## src/rtl/uart_rx_byte_if.sv

```systemverilog
// Receiver-side bundle: the serial line into the block and the byte/strobe/status back out.
interface uart_rx_byte_if #(
  parameter int D_WIDTH = 8
);
  logic               rx;
  logic [D_WIDTH-1:0] rx_data;
  logic               rx_done;
  logic               frame_err;
  logic               busy;

  modport master (
    input  rx,
    output rx_data,
    output rx_done,
    output frame_err,
    output busy
  );

  modport slave (
    output rx,
    input  rx_data,
    input  rx_done,
    input  frame_err,
    input  busy
  );
endinterface

```

## src/rtl/uart_rx_byte.sv

```systemverilog
// 8N1 UART receiver, mid-bit sampling; rx_done ~3 + CLKS_PER_BIT/2 + (D_WIDTH+1)*CLKS_PER_BIT clk after the start edge.
// No backpressure: rx_done/frame_err are single-cycle strobes the consumer must take when they fire.
module uart_rx_byte #(
  parameter int CLKS_PER_BIT = 434,
  parameter int D_WIDTH      = 8
) (
  input  logic           clk,
  input  logic           n_rst,
  uart_rx_byte_if.master bus
);

  localparam int CNT_W = $clog2(CLKS_PER_BIT);
  localparam int BIT_W = $clog2(D_WIDTH + 1);

  localparam logic [CNT_W-1:0] HALF_END = CNT_W'(CLKS_PER_BIT / 2 - 1);
  localparam logic [CNT_W-1:0] BIT_END  = CNT_W'(CLKS_PER_BIT - 1);
  localparam logic [BIT_W-1:0] LAST_BIT = BIT_W'(D_WIDTH - 1);

  typedef enum logic [2:0] {
    IDLE,
    START,
    DATA,
    STOP,
    WAIT_IDLE
  } state_t;

  state_t             state_q, state_d;
  logic [CNT_W-1:0]   cnt_q, cnt_d;
  logic [BIT_W-1:0]   bit_q, bit_d;
  logic [D_WIDTH-1:0] shift_q, shift_d;
  logic [D_WIDTH-1:0] data_q, data_d;
  logic               done_q, done_d;
  logic               ferr_q, ferr_d;
  logic               busy_q;
  logic               rx_meta;
  logic               rx_s;

  // Two-flop synchroniser; resets to the idle (high) line level.
  always_ff @(posedge clk or negedge n_rst) begin
    if (!n_rst) begin
      rx_meta <= 1'b1;
      rx_s    <= 1'b1;
    end else begin
      rx_meta <= bus.rx;
      rx_s    <= rx_meta;
    end
  end

  // cnt_d defaults to zero, so it only advances while waiting inside a state
  // and clears on every transition or sample point.
  always_comb begin
    state_d = state_q;
    cnt_d   = '0;
    bit_d   = bit_q;
    shift_d = shift_q;
    data_d  = data_q;
    done_d  = 1'b0;
    ferr_d  = 1'b0;

    case (state_q)
      IDLE: begin
        if (!rx_s) begin
          state_d = START;
        end
      end

      START: begin
        if (cnt_q == HALF_END) begin
          bit_d   = '0;
          state_d = rx_s ? IDLE : DATA;
        end else begin
          cnt_d = cnt_q + CNT_W'(1);
        end
      end

      DATA: begin
        if (cnt_q == BIT_END) begin
          shift_d = D_WIDTH'({rx_s, shift_q} >> 1);
          bit_d   = bit_q + BIT_W'(1);
          if (bit_q == LAST_BIT) begin
            state_d = STOP;
          end
        end else begin
          cnt_d = cnt_q + CNT_W'(1);
        end
      end

      STOP: begin
        if (cnt_q == BIT_END) begin
          if (rx_s) begin
            data_d  = shift_q;
            done_d  = 1'b1;
            state_d = IDLE;
          end else begin
            ferr_d  = 1'b1;
            state_d = WAIT_IDLE;
          end
        end else begin
          cnt_d = cnt_q + CNT_W'(1);
        end
      end

      // A break or stuck-low line must go high before a new start is accepted.
      WAIT_IDLE: begin
        if (rx_s) begin
          state_d = IDLE;
        end
      end

      default: begin
        state_d = IDLE;
      end
    endcase
  end

  always_ff @(posedge clk or negedge n_rst) begin
    if (!n_rst) begin
      state_q <= IDLE;
      cnt_q   <= '0;
      bit_q   <= '0;
      shift_q <= '0;
      data_q  <= '0;
      done_q  <= 1'b0;
      ferr_q  <= 1'b0;
      busy_q  <= 1'b0;
    end else begin
      state_q <= state_d;
      cnt_q   <= cnt_d;
      bit_q   <= bit_d;
      shift_q <= shift_d;
      data_q  <= data_d;
      done_q  <= done_d;
      ferr_q  <= ferr_d;
      busy_q  <= (state_d != IDLE);
    end
  end

  assign bus.rx_data   = data_q;
  assign bus.rx_done   = done_q;
  assign bus.frame_err = ferr_q;
  assign bus.busy      = busy_q;

endmodule

```

## src/flat_wrapper.sv

```systemverilog
// flat-port wrapper written by rule: the top's interface ports become plain ports
module uart_rx_byte_flat 
#(
  parameter int CLKS_PER_BIT = 434,
  parameter int D_WIDTH      = 8
)
  (clk, n_rst, bus_rx, bus_rx_data, bus_rx_done, bus_frame_err, bus_busy);
  uart_rx_byte_if #(.D_WIDTH(D_WIDTH)) bus_i ();
  input  logic clk;
  input  logic n_rst;
  input wire logic [$bits(bus_i.rx)-1:0] bus_rx;
  output wire logic [$bits(bus_i.rx_data)-1:0] bus_rx_data;
  output wire logic [$bits(bus_i.rx_done)-1:0] bus_rx_done;
  output wire logic [$bits(bus_i.frame_err)-1:0] bus_frame_err;
  output wire logic [$bits(bus_i.busy)-1:0] bus_busy;
  assign bus_i.rx = bus_rx;
  assign bus_rx_data = bus_i.rx_data;
  assign bus_rx_done = bus_i.rx_done;
  assign bus_frame_err = bus_i.frame_err;
  assign bus_busy = bus_i.busy;
  uart_rx_byte #(.CLKS_PER_BIT(CLKS_PER_BIT), .D_WIDTH(D_WIDTH)) u_core (.clk(clk), .n_rst(n_rst), .bus(bus_i));
endmodule
```

## config.mk

```make
export PLATFORM = sky130hd
export DESIGN_NAME = uart_rx_byte_flat
export DESIGN_NICKNAME = d
export VERILOG_FILES = /design/src/rtl/uart_rx_byte_if.sv /design/src/rtl/uart_rx_byte.sv /design/src/flat_wrapper.sv
export SDC_FILE = /design/constraint.sdc
export NUM_CORES = 1
export LEC_CHECK = 0
export CORE_ASPECT_RATIO = 1.1
export CORE_MARGIN = 2
export CORE_UTILIZATION = 50
export CTS_CLUSTER_SIZE = 14
export DETAILED_ROUTE_END_ITERATION = 10
export PLACE_DENSITY = 0.75
export SYNTH_ARGS = -nofsm -noshare
export SYNTH_HDL_FRONTEND = slang
export SYNTH_SLANG_ARGS = --single-unit
```

## constraint.sdc

```tcl
create_clock -name clk -period 2.1 [get_ports clk]
set_clock_uncertainty 0.15 [all_clocks]
set_input_delay 0.42 -clock clk [delete_from_list [all_inputs] [get_ports clk]]
set_output_delay 0.42 -clock clk [all_outputs]
set_load 0.02 [all_outputs]
```

==> summary.md <==
| Metric | Value |
|---|---|
| Status | completed |
| Setup crit end kind | register |
| Synthesis-stage register bit count | 37 |
| Clock power share | 35.6% |
| Iter 0 DRT Violations | 42 |
| Ports | 14 |
| Placed Area | 1860 um^2 |
| Maximum clock path buffer count | 2 |
| Number of global-route vias before repair | 1,153 |
| Async S/R FF share, synth | 100% |
| LEAKAGE | 0.928 nW |
| H-tree depth | 2 |
| Max-slew headroom at the worst pin | 69.5% |
| Seq/Total Area, Yosys | 56.6% |
| Synth Area in XOR/XNOR | 3.74% |
| EDFF count, synth | 0 |
| Gpl congestion | 0.847 |
| Post-Synth Simple-Gate Area | 15.4% |
| Vias per Instance | 5.69 |
| Yosys cell types | 36 |
| Antenna cells | 0 |
| CP Class | register to register |
| Most frequent cells in the layout | dfrtp_1 (35), mux2_2 (17), nor2_1 (15) |
| Fraction of layout cells with a size suffix above 1 | 28.4% |
| Multiplexer share of the synthesized area | between 10% and 20% |
| Flop pwr share | between 60% and 70% |
| First drt pass iteration count | 5 |
| CTS tree | yes |
| Syn Inst Count | about 130 |
| Yosys warns | 0 |
| HPWL Detailed | around 2000 um |
| Grt total ovfl | 0 |
| Worst r2r src | u_core.cnt_q[0] |
| Post-synthesis adder-cell area fraction | a little over 3% |
| Row Count | 21 |
| Hold/Removal Path Class | register to register |
| Final ANT Viol Nets | 0 |
| Max VDD drop | 0.384 mV |
| Final #Nets | 168 |
| Syn Std Cell Area | 1640 um^2 |
| R2R Setup Slk | 0.01 ns |
| Clock Pin Slew Worst Setup and Hold Paths | ~0.11 ns |
| Ys flop type | dfrtp_1 |
| Comb power frac | 1.6% |
| Hold_sp | u_core.rx_meta |
| Wire length of the first global-routing pass | 4930 um |
| GRT Total Usage | 17.6% |
| Routed wire length | between 2000 and 3000 um |
| CTS Hold Buffers Added | 0 |
| Pins over their slew limit | 0 |
| Compound-cell area share of the yosys netlist | 6.34% |
| Unrepaired setup endpoints after global routing | true |
| Syn Area/Cell | ~12 um^2 |
| Largest fanout on the critical path | 4 |
| P&R area growth vs syn | 18.8% |
| Final instance area | around 2000 um^2 |
| Tcrit/Tclk final | 99.5% |
| Die Span X | roughly 59 um |
| CTS buffer count | 5 |
| TritonCTS Sinks | 37 |
| Largest family of logic cells by synthesized area | simple AND/OR/NAND/NOR gates |
| Routed len/inst | 14.7 um |
| FILL cells | 251 |
| Post-route DRC | 0 |
| Slew @ Worst Pin | around 0.46 ns |
| Largest net degree at the start of global routing | 38 |
| Max Fclk | 478 MHz |
| WP data arrival | 2.21 ns |
| Sw Pwr | 0.260 mW |
| Clock Root Buffer | clkbuf_4 |
| Die Area | 3750 um^2 |
| Via count | 1,116 |
| Final core occ | roughly 63% |
| Post-synth net total | between 100 and 150 |
| Final Hold Viols | 0 |
| Initial Utilization | 52.9% |
| Power per cell area | around 590 nW/um^2 |
| Chip height | 64.1 um |
| Reg2Reg Depth | 6 |
| Port-buffer cells | 13 |
| Commonest non-fill, non-tap cell in the layout | dfrtp_1 |
| Max-Cap Viols | 0 |
| R2r endpoint | u_core.state_q[1] |
| WP data required | between 2 and 2.5 ns |
| P_int | a little under 0.9 mW |
| Hold endpoint | u_core.rx_s |
| Clk_lat worst skew | between 0.3 and 0.4 ns |
| Setup violators final | 0 |
| Initial antenna violation count | 0 |
| Area of the core | 3100 um^2 |
| Hold path depth | 0 |
| Sw Share | 22.7% |
| Setup crit start kind | register |
| Min cycle time layout | 2.09 ns |
-- worst max path at each step --
stage          cells after the start  slack, ns             from                     to
2_1_floorplan                      7        0.1  u_core.cnt_q[1]  u_core.bus.rx_data[0]
3_3_place_gp                       6       0.09  u_core.cnt_q[0]      u_core.state_q[1]
3_5_place_dp                       6      0.007  u_core.cnt_q[0]      u_core.state_q[1]
4_1_cts                            6       0.02  u_core.cnt_q[0]      u_core.state_q[1]
5_1_grt                            6      -0.03  u_core.cnt_q[0]      u_core.state_q[1]
6_report                           6       0.01  u_core.cnt_q[0]      u_core.state_q[1]
-- critical path, cell delays in order, from the launching register on --
cell and delay (ns):
dfrtp_1 0.43, inv_1 0.07, ha_1 0.14, or2b_1 0.23, or4_4 0.43, or4_4 0.43, a21oi_2 0.13
-- flip-flops by register name, summed over array words and instances (netlist names) --
name / cells
u_core.rx_meta: 1
u_core.shift_q: 8
u_core.bus.busy: 1
u_core.bus.frame_err: 1
u_core.bit_q: 4
u_core.state_q: 3
u_core.rx_s: 1
u_core.cnt_q: 9
u_core.bus.rx_done: 1
u_core.bus.rx_data: 8
-- metal layers --
layer | global-route usage [%] | vias to the layer above | wire [um]
li1 | - | 522 | -
met1 | 19.5 | 554 | 1220
met2 | 29.4 | 32 | 1470
met3 | 5.47 | 8 | 121
met4 | 9.94 | 0 | 61
met5 | 0 | - | 0
-- area by class of cell --
cell class                      instances  area (um^2)  share of cell area (%)
Multi-Input combinational cell         88          667                    34.3
Sequential cell                        37          928                    47.7
Clock inverter                          2         13.8                   0.707
Clock buffer                            6         51.3                    2.63
Tap cell                               34         42.5                    2.19
Timing Repair Buffer                   24          225                    11.6
Inverter                                5         18.8                   0.964
-- cells by family (layout without fill, tap and decap cells) --
group | after synthesis | after routing
and+or+nand+nor | 46 | 46
DFF | 37 | 37
muxes | 17 | 17
AOI/OAI and AO/OA | 14 | 14
buffers and inverters | 8 | 37
xor gates and xnor gates | 7 | 7
adders and majority gates | 4 | 4
-- timing repair --
action                     CTS  global route
gates resized for setup      0             2
setup buffers                2             0
pin swaps                    1             0
setup endpoints to repair    1            10
-- power by group through the flow --
stage          logic [mW]  clock network, mW  registers (mW)
2_1_floorplan   0.0000685                  0           0.731
3_3_place_gp       0.0186                  0           0.731
3_5_place_dp       0.0190                  0           0.731
4_1_cts            0.0191              0.415           0.718
5_1_grt            0.0215              0.456           0.719
6_report           0.0180              0.408           0.718
-- synth_stat cells (all sizes together) (2+ instances only) --
master | n | area, um^2
xnor2 | 5 | 43.8
o21ai | 2 | 10.0
nand3 | 3 | 15.0
buf | 2 | 18.8
a21oi | 4 | 20.0
dfstp | 2 | 52.6
nor3 | 6 | 30.0
ha | 4 | 50.1
or4 | 3 | 30.0
mux2 | 17 | 191
nand4b | 2 | 17.5
nor4 | 2 | 12.5
inv | 5 | 18.8
nand2 | 6 | 22.5
nor2b | 2 | 12.5
dfrtp | 35 | 876
nor2 | 15 | 56.3
xor2 | 2 | 17.5
-- per-stage QoR --
step / instances / setup TNS, ns / setup slack (ns) / hold WS [ns] / power [mW]
final: 196 / 0 / 0.00960 / 0.223 / 1.14
after global routing: 196 / -0.176 / -0.0287 / 0.242 / 1.20
after CTS: 196 / 0 / 0.0153 / 0.227 / 1.15
after detailed placement: 186 / 0 / 0.00742 / 0.198 / 0.750
after global placement: 186 / 0 / 0.0928 / 0.197 / 0.750
after floorplan: 133 / 0 / 0.0982 / -0.0256 / 0.731
Power figures use the tool's default switching activity.
